File: src/rtl/dct_stream_driver.sv
// dct_stream_driver: frame streamer and capture unit for the DCT pipeline.
// Fetches LANES-pixel words from a synchronous ROM, drives them to dct_main
// two cycles after each address is issued, and counts returned sync beats.
// Optional build macro: DCT_STREAM_CHECKSUM_EN adds a running sum of the
// returned lanes on o_checksum; without it o_checksum is tied to zero.
module dct_stream_driver #(
    parameter int DATA_WIDTH = 8,
    parameter int OUT_WIDTH  = 16,
    parameter int LANES      = 2,
    parameter int NUM_PIXELS = 65536,
    parameter int ADDR_WIDTH = 16
) (
    input  logic                        i_clk,
    input  logic                        i_resetn,
    input  logic                        i_start,
    input  logic [7:0]                  i_num_frames,
    input  logic                        i_stall,
    output logic [ADDR_WIDTH-1:0]       o_mem_addr,
    input  logic [LANES*DATA_WIDTH-1:0] i_mem_rdata,
    output logic [LANES*DATA_WIDTH-1:0] o_wdata,
    output logic                        o_wen,
    input  logic [LANES*OUT_WIDTH-1:0]  i_rdata,
    input  logic                        i_rsync,
    output logic                        o_busy,
    output logic                        o_done,
    output logic [7:0]                  o_frame_idx,
    output logic [31:0]                 o_out_count,
    output logic [31:0]                 o_checksum
);

    localparam int NUM_WORDS = NUM_PIXELS / LANES;
    localparam int CNT_W     = $clog2(NUM_WORDS + 1);
    localparam logic [ADDR_WIDTH-1:0] LAST_WORD   = ADDR_WIDTH'(NUM_WORDS - 1);
    localparam logic [CNT_W-1:0]      FRAME_BEATS = CNT_W'(NUM_WORDS);

    typedef enum logic [1:0] {S_IDLE, S_STREAM, S_DRAIN, S_DONE} state_t;

    state_t                      state_q;
    logic [ADDR_WIDTH-1:0]       word_idx_q;
    logic [ADDR_WIDTH-1:0]       mem_addr_q;
    logic                        issue_q;
    logic                        fetch_q;
    logic                        wen_q;
    logic [LANES*DATA_WIDTH-1:0] wdata_q;
    logic                        busy_q;
    logic                        done_q;
    logic [7:0]                  frame_idx_q;
    logic [7:0]                  num_frames_q;
    logic [CNT_W-1:0]            frame_cnt_q;
    logic [31:0]                 out_count_q;

    logic start_accept;
    logic capture;

    // A start is only honoured from IDLE; sync beats only count during a run.
    assign start_accept = (state_q == S_IDLE) && i_start;
    assign capture      = i_rsync && ((state_q == S_STREAM) || (state_q == S_DRAIN));

    // Run control FSM: address issue, frame sequencing and beat counting.
    always_ff @(posedge i_clk or negedge i_resetn) begin
        if (!i_resetn) begin
            state_q      <= S_IDLE;
            word_idx_q   <= '0;
            mem_addr_q   <= '0;
            issue_q      <= 1'b0;
            busy_q       <= 1'b0;
            done_q       <= 1'b0;
            frame_idx_q  <= '0;
            num_frames_q <= '0;
            frame_cnt_q  <= '0;
            out_count_q  <= '0;
        end else begin
            issue_q <= 1'b0;
            // Per-frame counter saturates so excess beats cannot wrap it.
            if (capture) begin
                out_count_q <= out_count_q + 32'd1;
                if (frame_cnt_q != FRAME_BEATS) begin
                    frame_cnt_q <= frame_cnt_q + CNT_W'(1);
                end
            end
            case (state_q)
                S_IDLE: begin
                    done_q <= 1'b0;
                    if (i_start) begin
                        num_frames_q <= (i_num_frames == 8'd0) ? 8'd1 : i_num_frames;
                        frame_idx_q  <= '0;
                        out_count_q  <= '0;
                        frame_cnt_q  <= '0;
                        word_idx_q   <= '0;
                        busy_q       <= 1'b1;
                        state_q      <= S_STREAM;
                    end
                end
                S_STREAM: begin
                    if (!i_stall) begin
                        mem_addr_q <= word_idx_q;
                        issue_q    <= 1'b1;
                        if (word_idx_q == LAST_WORD) begin
                            state_q <= S_DRAIN;
                        end else begin
                            word_idx_q <= word_idx_q + ADDR_WIDTH'(1);
                        end
                    end
                end
                S_DRAIN: begin
                    if (frame_cnt_q == FRAME_BEATS) begin
                        if (frame_idx_q != num_frames_q - 8'd1) begin
                            frame_idx_q <= frame_idx_q + 8'd1;
                            word_idx_q  <= '0;
                            frame_cnt_q <= '0;
                            state_q     <= S_STREAM;
                        end else begin
                            busy_q  <= 1'b0;
                            done_q  <= 1'b1;
                            state_q <= S_DONE;
                        end
                    end
                end
                default: begin
                    done_q  <= 1'b0;
                    state_q <= S_IDLE;
                end
            endcase
        end
    end

    // Write path: one cycle of ROM latency, then the output register.
    // Runs independently of the FSM so a stall never drops in-flight beats.
    always_ff @(posedge i_clk or negedge i_resetn) begin
        if (!i_resetn) begin
            fetch_q <= 1'b0;
            wen_q   <= 1'b0;
            wdata_q <= '0;
        end else begin
            fetch_q <= issue_q;
            wen_q   <= fetch_q;
            if (fetch_q) begin
                wdata_q <= i_mem_rdata;
            end
        end
    end

`ifdef DCT_STREAM_CHECKSUM_EN
    logic [31:0] lane_val [LANES];
    logic [31:0] lane_sum;
    logic [31:0] checksum_q;

    for (genvar gi = 0; gi < LANES; gi++) begin : g_lane
        assign lane_val[gi] = 32'(i_rdata[gi*OUT_WIDTH +: OUT_WIDTH]);
    end

    // Sum of all lanes of the current returned beat, modulo 2^32.
    always_comb begin
        lane_sum = '0;
        for (int i = 0; i < LANES; i++) begin
            lane_sum = lane_sum + lane_val[i];
        end
    end

    // Running checksum over counted beats, cleared when a run starts.
    always_ff @(posedge i_clk or negedge i_resetn) begin
        if (!i_resetn) begin
            checksum_q <= '0;
        end else if (start_accept) begin
            checksum_q <= '0;
        end else if (capture) begin
            checksum_q <= checksum_q + lane_sum;
        end
    end

    assign o_checksum = checksum_q;
`else
    logic unused_rdata;
    assign unused_rdata = ^i_rdata;
    assign o_checksum   = '0;
`endif

    assign o_mem_addr  = mem_addr_q;
    assign o_wdata     = wdata_q;
    assign o_wen       = wen_q;
    assign o_busy      = busy_q;
    assign o_done      = done_q;
    assign o_frame_idx = frame_idx_q;
    assign o_out_count = out_count_q;

endmodule

File: config.mk
export PLATFORM = sky130hd
export DESIGN_NAME = dct_stream_driver
export DESIGN_NICKNAME = d
export VERILOG_FILES = /design/src/rtl/dct_stream_driver.sv
export SDC_FILE = /design/constraint.sdc
export NUM_CORES = 1
export LEC_CHECK = 0
export ABC_AREA = 0
export ABC_CLOCK_PERIOD_IN_PS = 3100
export CAP_MARGIN = 20
export CORE_ASPECT_RATIO = 0.75
export CORE_MARGIN = 2
export CORE_UTILIZATION = 48
export DETAILED_ROUTE_END_ITERATION = 12
export GPL_ROUTABILITY_DRIVEN = 0
export PLACE_DENSITY = 0.83
export SLEW_MARGIN = 20
export SYNTH_ARGS = -nofsm -noshare
export SYNTH_HDL_FRONTEND = slang
export SYNTH_SLANG_ARGS = --single-unit
File: constraint.sdc
create_clock -name i_clk -period 3.1 [get_ports i_clk]
set_input_delay 0.62 -clock i_clk [delete_from_list [all_inputs] [get_ports i_clk]]
set_output_delay 0.62 -clock i_clk [all_outputs]
set_load 0.02 [all_outputs]
Word level (Yosys, flattened, before mapping)
Index checks and enable logic that the tools add are counted.
Widths: inputs -> output; s select.
{"block": "totals", "reg_bits": 119, "input_bits": 61, "output_inout_bits": 107, "word_cells": 81}
{"block": "classes", "addsub": 5, "eq_ne": 13, "n_mux": 35, "n_bitwise": 2, "n_reduce_logical": 13}
{"cell": "$mux 16", "count": 10}
{"cell": "$mux 32", "count": 3}
{"cell": "$pmux 16 s3", "count": 1}
{"cell": "$add 16x1->16 const B", "count": 2}
{"cell": "$add 32x1->32 const B", "count": 1}
{"cell": "$mux 8", "count": 4}
{"cell": "$pmux 16 s2", "count": 1}
{"cell": "$eq 16x15->1 const B", "count": 1}
{"cell": "$eq 16x16->1 const B", "count": 1}
{"cell": "$ne 16x16->1 const B", "count": 1}
{"cell": "$pmux 8 s2", "count": 1}
{"cell": "$reduce_and 4->1", "count": 3}
{"cell": "$mux 2", "count": 5}
{"cell": "$add 8x1->8 const B", "count": 1}
{"cell": "$logic_not 8->1", "count": 1}
{"cell": "$ne 2x2->1 const B", "count": 4}
{"cell": "$ne 8x8->1", "count": 1}
{"cell": "$sub 8x1->8 const B", "count": 1}
{"cell": "$mux 1", "count": 7}
{"cell": "$ne 2x1->1 const B", "count": 3}
{"cell": "$pmux 2 s3", "count": 1}
{"cell": "$reduce_and 6->1", "count": 1}
{"cell": "$pmux 1 s2", "count": 2}
{"cell": "$reduce_and 2->1", "count": 2}
{"cell": "9 further kinds", "count": 10}

Logic depth before layout (Yosys ltp)
Gate-level depths: netlist of run 1.
{"block": "logic_depth", "ltp_word": 7, "mapped_depth": 12, "ltp_nobuf": 9}

Worst setup path before layout of run 1
Ideal clock, no wire load.
{"block": "synth_path", "path_kind": "register -> register", "start": "reg frame_cnt_q[0]", "end": "reg word_idx_q[13]", "setup_time_ns": 0.092, "arrival_time_ns": 2.318, "t_required_ns": 3.008, "slack_ns": 0.690, "path_stages_with_launch": 13, "n_path_buf": 3, "synth_period_minus_slack_ns": 2.410, "cell_sequence": "dfrtp_1 > inv_1 > ha_1 > nor4b_2 > nand4_1 > a21oi_2 > o311a_1 > a21bo_1 > buf_2 > or2_1 > buf_2 > buf_6 > o31ai_2"}
{"block": "synth_between", "elab_chain_len": 3}
{"item": "from (decl)", "line": "49", "rtl": "logic [CNT_W-1:0] frame_cnt_q;"}
{"item": "from (signal assigned)", "line": "78", "rtl": "frame_cnt_q <= frame_cnt_q + CNT_W'(1);"}
{"item": "$eq 16x16->1", "line": "106", "rtl": "if (frame_cnt_q == FRAME_BEATS) begin"}
{"item": "$ne 2x1->1 (no line)"}
{"item": "$reduce_and 6->1 (no line)"}
{"item": "to (signal assigned)", "line": "101", "rtl": "word_idx_q <= word_idx_q + ADDR_WIDTH'(1);"}
{"item": "to (decl)", "line": "39", "rtl": "logic [ADDR_WIDTH-1:0] word_idx_q;"}
Every way passes these cells.
A chain may end at the register's enable or synchronous reset.

Worst setup path after layout of run 1
{"block": "layout_path", "start": "reg num_frames_q[0]", "end": "reg word_idx_q[11]"}
{"block": "layout_between", "elab_chain_len": 4}
{"item": "from (decl)", "line": "48", "rtl": "logic [7:0] num_frames_q;"}
{"item": "from (signal assigned)", "line": "85", "rtl": "num_frames_q <= (i_num_frames == 8'd0) ? 8'd1 : i_num_frames;"}
{"item": "$sub 8x1->8", "line": "107", "rtl": "if (frame_idx_q != num_frames_q - 8'd1) begin"}
{"item": "$ne 8x8->1", "line": "107"}
{"item": "$ne 2x1->1 (no line)"}
{"item": "$reduce_and 6->1 (no line)"}
Every way passes these cells.

==> metrics.txt, run 1 <==
result of the run=finished, final reports clean; TritonRoute pass-1 iters=5; unrepaired setup endpoints after global routing=no; initial core utilization=between 40% and 50%; combined global-route utilization of all metal layers=approximately a fifth; Crit Path Max Fanout=14; TritonCTS clock tree=done; highest clock frequency the design can meet=353 MHz; Ant. Diodes=0; most frequent cell after synthesis=sky130_fd_sc_hd__dfrtp_1; Syn-to-layout area delta=29.4%; post-layout total power=slightly above 6000 uW; Final Net Count=about 760; row cnt=35; Mapped Cells=580; clock latency on the worst-skew pair=0.42 ns; transition time of the tightest slew-check pin=0.632 ns; Resize count post-CTS=0; fraction of the core area covered by cells at the end of the flow=about 63%; Setup Crit Path Kind=register to register; share of synthesized registers carrying an async set or reset=100%; drt drc=0; HPWL after detailed placement=approximately 9300 um; routed wirelength normalized by instance count=15.5 um; Sequential cell area=2980 um^2; mean area per synthesized cell=10.3 um^2; Core Footprint=12200 um^2; most common flop cell mapped by yosys=sky130_fd_sc_hd__dfrtp_1; global-route wire length before repair=22300 um; area share of the leading cell type in the synthesized netlist=49.8%; hold buffer count at cts=0; worst ir drop on vdd=approximately 0.55 mV; busiest metal layer after global routing=met2; arrival time reported for the critical path endpoint=between 3 and 4 ns; cell chosen for the clock root=sky130_fd_sc_hd__clkbuf_16; top post-synthesis cells by area=sky130_fd_sc_hd__dfrtp_1, sky130_fd_sc_hd__mux2_2, sky130_fd_sc_hd__xor2_1; Setup violations, final=0; worst min-delay path class=primary input to async pin; register clock-pin slew on the reported worst setup and hold paths=0.06 ns; GR Util met3=3.42%; number of flops mapped to enable cells by yosys=0; maximum number of pins on one net before global-route repair=47; synthesis warning total=0; most numerous cell types in the synthesized netlist=sky130_fd_sc_hd__dfrtp_1, sky130_fd_sc_hd__nor2_1, sky130_fd_sc_hd__nand2_1, sky130_fd_sc_hd__mux2_2, sky130_fd_sc_hd__xor2_1; Remaining Overflow, GRT=0; vias in the first global route=4576; number of buffers on the longest clock path=2; number of sinks handled by clock tree synthesis=119; area occupied by multi-input gates=2730 um^2; worst clock skew=approximately 0.011 ns; number of max-slew violations in the final report=0; post-synthesis sequential element count=119; Crit path required time=3.37 ns; initial detailed-routing violation count=294; setup_tns=0 ns; power density cells=approximately 790 nW/um^2; layout filler cell count=roughly 940; Die Footprint=roughly 13000 um^2; number of buffers added on ports=slightly above 100; y dimension of the die=101 um; summed instance area of the synthesized netlist=around 6000 um^2; number of library cell types mapped by synthesis=approximately 50; post-DR vias/cell=5.37; number of antenna violations at the first check in global routing=0; cell type with the largest total area after synthesis=sky130_fd_sc_hd__dfrtp_1; element type at the critical path end=register; floorplan die width=133 um; leakage power=approximately 0.0034 uW; met2 Track Usage GR=34.9%; element type at the critical path start=register; M1 GR Usage=approximately 27%; Ports=around 170; Period Utilization, post-route=91.4%; clock period minus worst slack=roughly 2.8 ns; post-CTS setup buffer count=0; total wirelength of the detailed-routed design=around 13000 um; vias=approximately 4700; sequential-to-total area share from yosys stat=49.8%; number of routed nets with antenna violations=0; remaining max-slew budget at the tightest pin=between 50% and 60%; number of maximum-capacitance violations=0; final number of hold-violating endpoints=0; Num CTS Buffers=17; fraction of final layout cells with drive strength greater than 1=13.2%; H-Tree Level Count=4
sequential cells by signal (all words and copies together), names as in the netlist:
name / cells
o_out_count: 32
frame_cnt_q: 16
o_mem_addr: 16
o_wdata: 16
word_idx_q: 16
num_frames_q: 8
o_frame_idx: 8
state_q: 2
fetch_q: 1
issue_q: 1
o_busy: 1
o_done: 1
o_wen: 1
area by class of cell:
cell class              count  share of cell area (%)
clock buffers              20                    5.90
clock inverters            12                    2.55
inverters                  15                   0.727
multi-input cells         422                    35.2
flip-flops and latches    119                    38.5
well taps                 166                    2.68
repair buffers            115                    14.4
metal layers:
layer / routed length (um) / vias to the layer above
met5: 0 / -
met4: 276 / 0
met3: 699 / 28
met2: 6470 / 162
met1: 6010 / 2300
li1: - / 2179
metrics by stage:
step                setup slack, ns  hold WS, ns  std cells  cell area (um^2)
floorplan                     0.690        0.324        611              6100
global placement              0.391        0.332        837              7090
detailed placement            0.312        0.337        837              7090
CTS                           0.300        0.227        869              7740
global route                 0.0365        0.257        869              7740
finish                        0.268        0.206        869              7740
kinds of logic after synthesis:
family,after synthesis,synth area share [%]
XOR/XNOR,56,8.20
AO/OA/AOI/OAI,69,7.49
other,1,0.0627
flip-flops,119,49.8
multiplexers,39,7.32
AND/OR/NAND/NOR,216,18.5
adder cells (fa/ha/maj),10,2.09
buffers and inverters,70,6.61
worst paths after layout:
| path | start | to | slack (ns) | cells after the start |
|---|---|---|---|---|
| hold reg to reg | issue_q | fetch_q | 0.35 | 0 |
| hold / removal | i_resetn | o_wdata[12] | 0.21 | 1 |
| setup / recovery | num_frames_q[0] | word_idx_q[11] | 0.27 | 9 |
| max in group asynchronous | i_resetn | o_wdata[10] | 2.11 | 2 |
| setup reg to reg | num_frames_q[0] | word_idx_q[11] | 0.27 | 9 |
| min in group i_clk | issue_q | fetch_q | 0.35 | 0 |
power by group:
part	internal, uW	total, uW	switching (uW)	leakage, uW
clock	1470	2170	707	0.000316
combinational	835	1880	1050	0.00150
sequential	1810	2060	251	0.00160
layout by cell type, fill, tap and decap left out, types with 17 or more instances in the layout:
master	instances
sky130_fd_sc_hd__o21ai_0	27
sky130_fd_sc_hd__mux2_2	38
sky130_fd_sc_hd__conb_1	32
sky130_fd_sc_hd__dfrtp_1	119
sky130_fd_sc_hd__xor2_1	37
sky130_fd_sc_hd__clkbuf_16	17
sky130_fd_sc_hd__xnor2_1	19
sky130_fd_sc_hd__nor2_1	62
sky130_fd_sc_hd__clkdlybuf4s50_1	102
sky130_fd_sc_hd__nand2_1	39
sky130_fd_sc_hd__nand3_1	31
sky130_fd_sc_hd__nand4_1	21
critical path: stages, from the launching register on:
cell and delay (ns):
sky130_fd_sc_hd__dfrtp_1 0.45, sky130_fd_sc_hd__inv_1 0.11, sky130_fd_sc_hd__ha_1 0.27, sky130_fd_sc_hd__nor3b_1 0.27, sky130_fd_sc_hd__xnor2_1 0.10, sky130_fd_sc_hd__nor4_1 0.42, sky130_fd_sc_hd__and3_1 0.25, sky130_fd_sc_hd__a21bo_1 0.13
sky130_fd_sc_hd__or2_1 0.49, sky130_fd_sc_hd__o21ai_0 0.19
Power figures use the tool's default switching activity.
==> inputs of run 2 (changes only) <==
Settings changed: ABC_CLOCK_PERIOD_IN_PS 3100 to 3040.
Clock period 3.1 ns to 3.04 ns, I/O delays scaled along.
==> metrics.txt, run 2 (same netlist as run 1, synthesis figures left out) <==
result of the run=finished, final reports clean; cell chosen for the clock root=sky130_fd_sc_hd__clkbuf_16; number of routed nets with antenna violations=0 (unchanged); worst reg2reg startpoint=frame_cnt_q[0]; number of sinks handled by clock tree synthesis=119 (unchanged); fraction of the core area covered by cells at the end of the flow=63.2% (-0.14 points); number of antenna violations at the first check in global routing=0 (unchanged); worst ir drop on vdd=0.486 mV (-12%); setup_tns=0 ns (unchanged); Setup violations, final=0 (unchanged); Crit Path Max Fanout=14 (unchanged); initial core utilization=49.0% (unchanged); Final Net Count=762 (+0.13%); number of buffers on the longest clock path=2 (unchanged); power density cells=792 nW/um^2 (+0.18%); Ant. Diodes=0 (unchanged); clock network fraction of design power=34.4% (-1.1 points); Resize count post-CTS=0 (unchanged); y dimension of the die=101 um (unchanged); maximum number of pins on one net before global-route repair=57 (+21%); floorplan die width=133 um (unchanged); HPWL after detailed placement=9180 um (-1.1%); final number of hold-violating endpoints=0 (unchanged); most frequent cells in the layout=sky130_fd_sc_hd__dfrtp_1, sky130_fd_sc_hd__clkdlybuf4s50_1, sky130_fd_sc_hd__nor2_1; terminus of the critical flop-to-flop path=word_idx_q[7]; Logic pwr share=31.3% (+0.5 points); internal portion of total power=4090 uW (-0.55%); vias in the first global route=4501 (-1.6%); fraction of final layout cells with drive strength greater than 1=13.2% (-0.019 points); switching power=2030 uW (+0.99%); busiest metal layer after global routing=met2; M1 GR Usage=26.5% (-0.39 points); H-Tree Level Count=4 (unchanged); net switching fraction of the power=33.1% (+0.34 points); Setup Crit Path Kind=register to register; initial detailed-routing violation count=272 (-7.5%); global-route wire length before repair=21500 um (-3.8%); TritonCTS clock tree=done; Syn-to-layout area delta=29.1%; worst min-delay path class=primary input to async pin; total wirelength of the detailed-routed design=13100 um (-2.5%); post-CTS setup buffer count=0 (unchanged); element type at the critical path start=register; sequential share of power=34.3% (+0.6 points); unrepaired setup endpoints after global routing=no; final worst hold slack=0.239 ns (+0.0338 ns); Worst path max stage delay=0.44 ns (-0.05 ns); standard cell with the maximum stage delay on the critical path=sky130_fd_sc_hd__o41ai_1; Remaining Overflow, GRT=0 (unchanged); Die Footprint=13400 um^2 (unchanged); highest clock frequency the design can meet=351 MHz (-0.58%); Num CTS Buffers=17 (unchanged); transition time of the tightest slew-check pin=0.705 ns (+0.0731 ns); Period Utilization, post-route=93.7% (+2.4 points); R2R cell count=9 (unchanged); cell area after placement=7100 um^2 (+0.11%); number of max-slew violations in the final report=0 (unchanged); most common library cell in the layout ignoring fill and taps=sky130_fd_sc_hd__dfrtp_1; flip-flop count of the largest register, all copies and words added=32 (unchanged); hold buffer count at cts=0 (unchanged); clock latency on the worst-skew pair=0.41 ns (about the same); combined global-route utilization of all metal layers=20.0% (-0.83 points); final design instance area without fill=7720 um^2 (-0.23%); Ports=168 (unchanged); number of buffers added on ports=103 (unchanged); arrival time reported for the critical path endpoint=3.13 ns (+0.03 ns); GR Util met3=3.82% (+0.40 points); post-DR vias/cell=5.32 (-1.0%); number of maximum-capacitance violations=0 (unchanged); remaining max-slew budget at the tightest pin=53.0% (-4.9 points); clock period minus worst slack=2.85 ns (+0.0166 ns); leakage power=0.00340 uW (-0.41%); worst clock skew=0.00996 ns (-0.00151 ns); drt drc=0 (unchanged); met2 Track Usage GR=32.9% (-2.0 points); TritonRoute pass-1 iters=5 (unchanged); element type at the critical path end=register; Core Footprint=12200 um^2 (unchanged); post-layout total power=6120 uW (about the same); CP cell instances=inv_1, ha_1, nor4b_2, nand4_1, a21oi_4, o311a_1, a21bo_1, or2_1, o41ai_1; routed wirelength normalized by instance count=15.1 um (-2.6%); row cnt=35 (unchanged); register clock-pin slew on the reported worst setup and hold paths=0.05 ns (about the same); vias=4626 (-0.92%); worst setup slack for register-to-register paths=0.19 ns (-0.08 ns); Crit path required time=3.32 ns (-0.05 ns)
==> run 2: changes by cell type in the layout (fill, tap and decap cells not counted), sizes merged <==
cell | before | now
bufinv | 5 | 4
buf | 13 | 14
clkinvlp | 2 | 3
==> run 2: worst max path at each step <==
stage | cells past startpoint | endpoint | startpoint | slack (ns)
finish | 9 | word_idx_q[7] | frame_cnt_q[0] | 0.19
global route | 9 | word_idx_q[7] | frame_cnt_q[0] | 0.02
CTS | 9 | word_idx_q[7] | frame_cnt_q[0] | 0.22
detailed placement | 7 | word_idx_q[7] | i_start | 0.24
global placement | 7 | word_idx_q[7] | i_start | 0.38
floorplan | 12 | word_idx_q[13] | frame_cnt_q[0] | 0.63
==> run 2: final cells by class <==
class / instances / area (um^2)
flip-flops and latches: 119 / 2980
clock buffers: 20 / 447
inverters: 15 / 56.3
fillers: 924 / 4490
well taps: 166 / 208
clock inverters: 12 / 175
multi-input cells: 422 / 2740
repair buffers: 116 / 1130
==> run 2: critical path: cells and delay by family (launching register included) <==
kind | cells | cell delay (ns)
AO/OA/AOI/OAI | 4 | 1.13
adder cells (fa/ha/maj) | 1 | 0.14
buffers and inverters | 1 | 0.09
flip-flops | 1 | 0.42
AND/OR/NAND/NOR | 3 | 0.95
==> run 2: layer usage <==
layer	wire length, um	up-vias
li1	-	2181
met1	5970	2263
met2	6250	161
met3	653	21
met4	239	0
met5	0	-
==> run 2: metrics by stage <==
stage / setup slack, ns / std cells
after floorplan: 0.630 / 611
after global placement: 0.383 / 838
after detailed placement: 0.244 / 838
after CTS: 0.219 / 870
after global routing: 0.0160 / 870
final: 0.191 / 870
==> run 2: power by group through the flow <==
stage	Combinational (uW)	Clock, uW	Sequential, uW
floorplan	1110	0	2250
global placement	1830	0	2100
CTS	1910	2120	2090
finish	1920	2100	2100
global route	2090	2200	2130
detailed placement	1890	0	2120
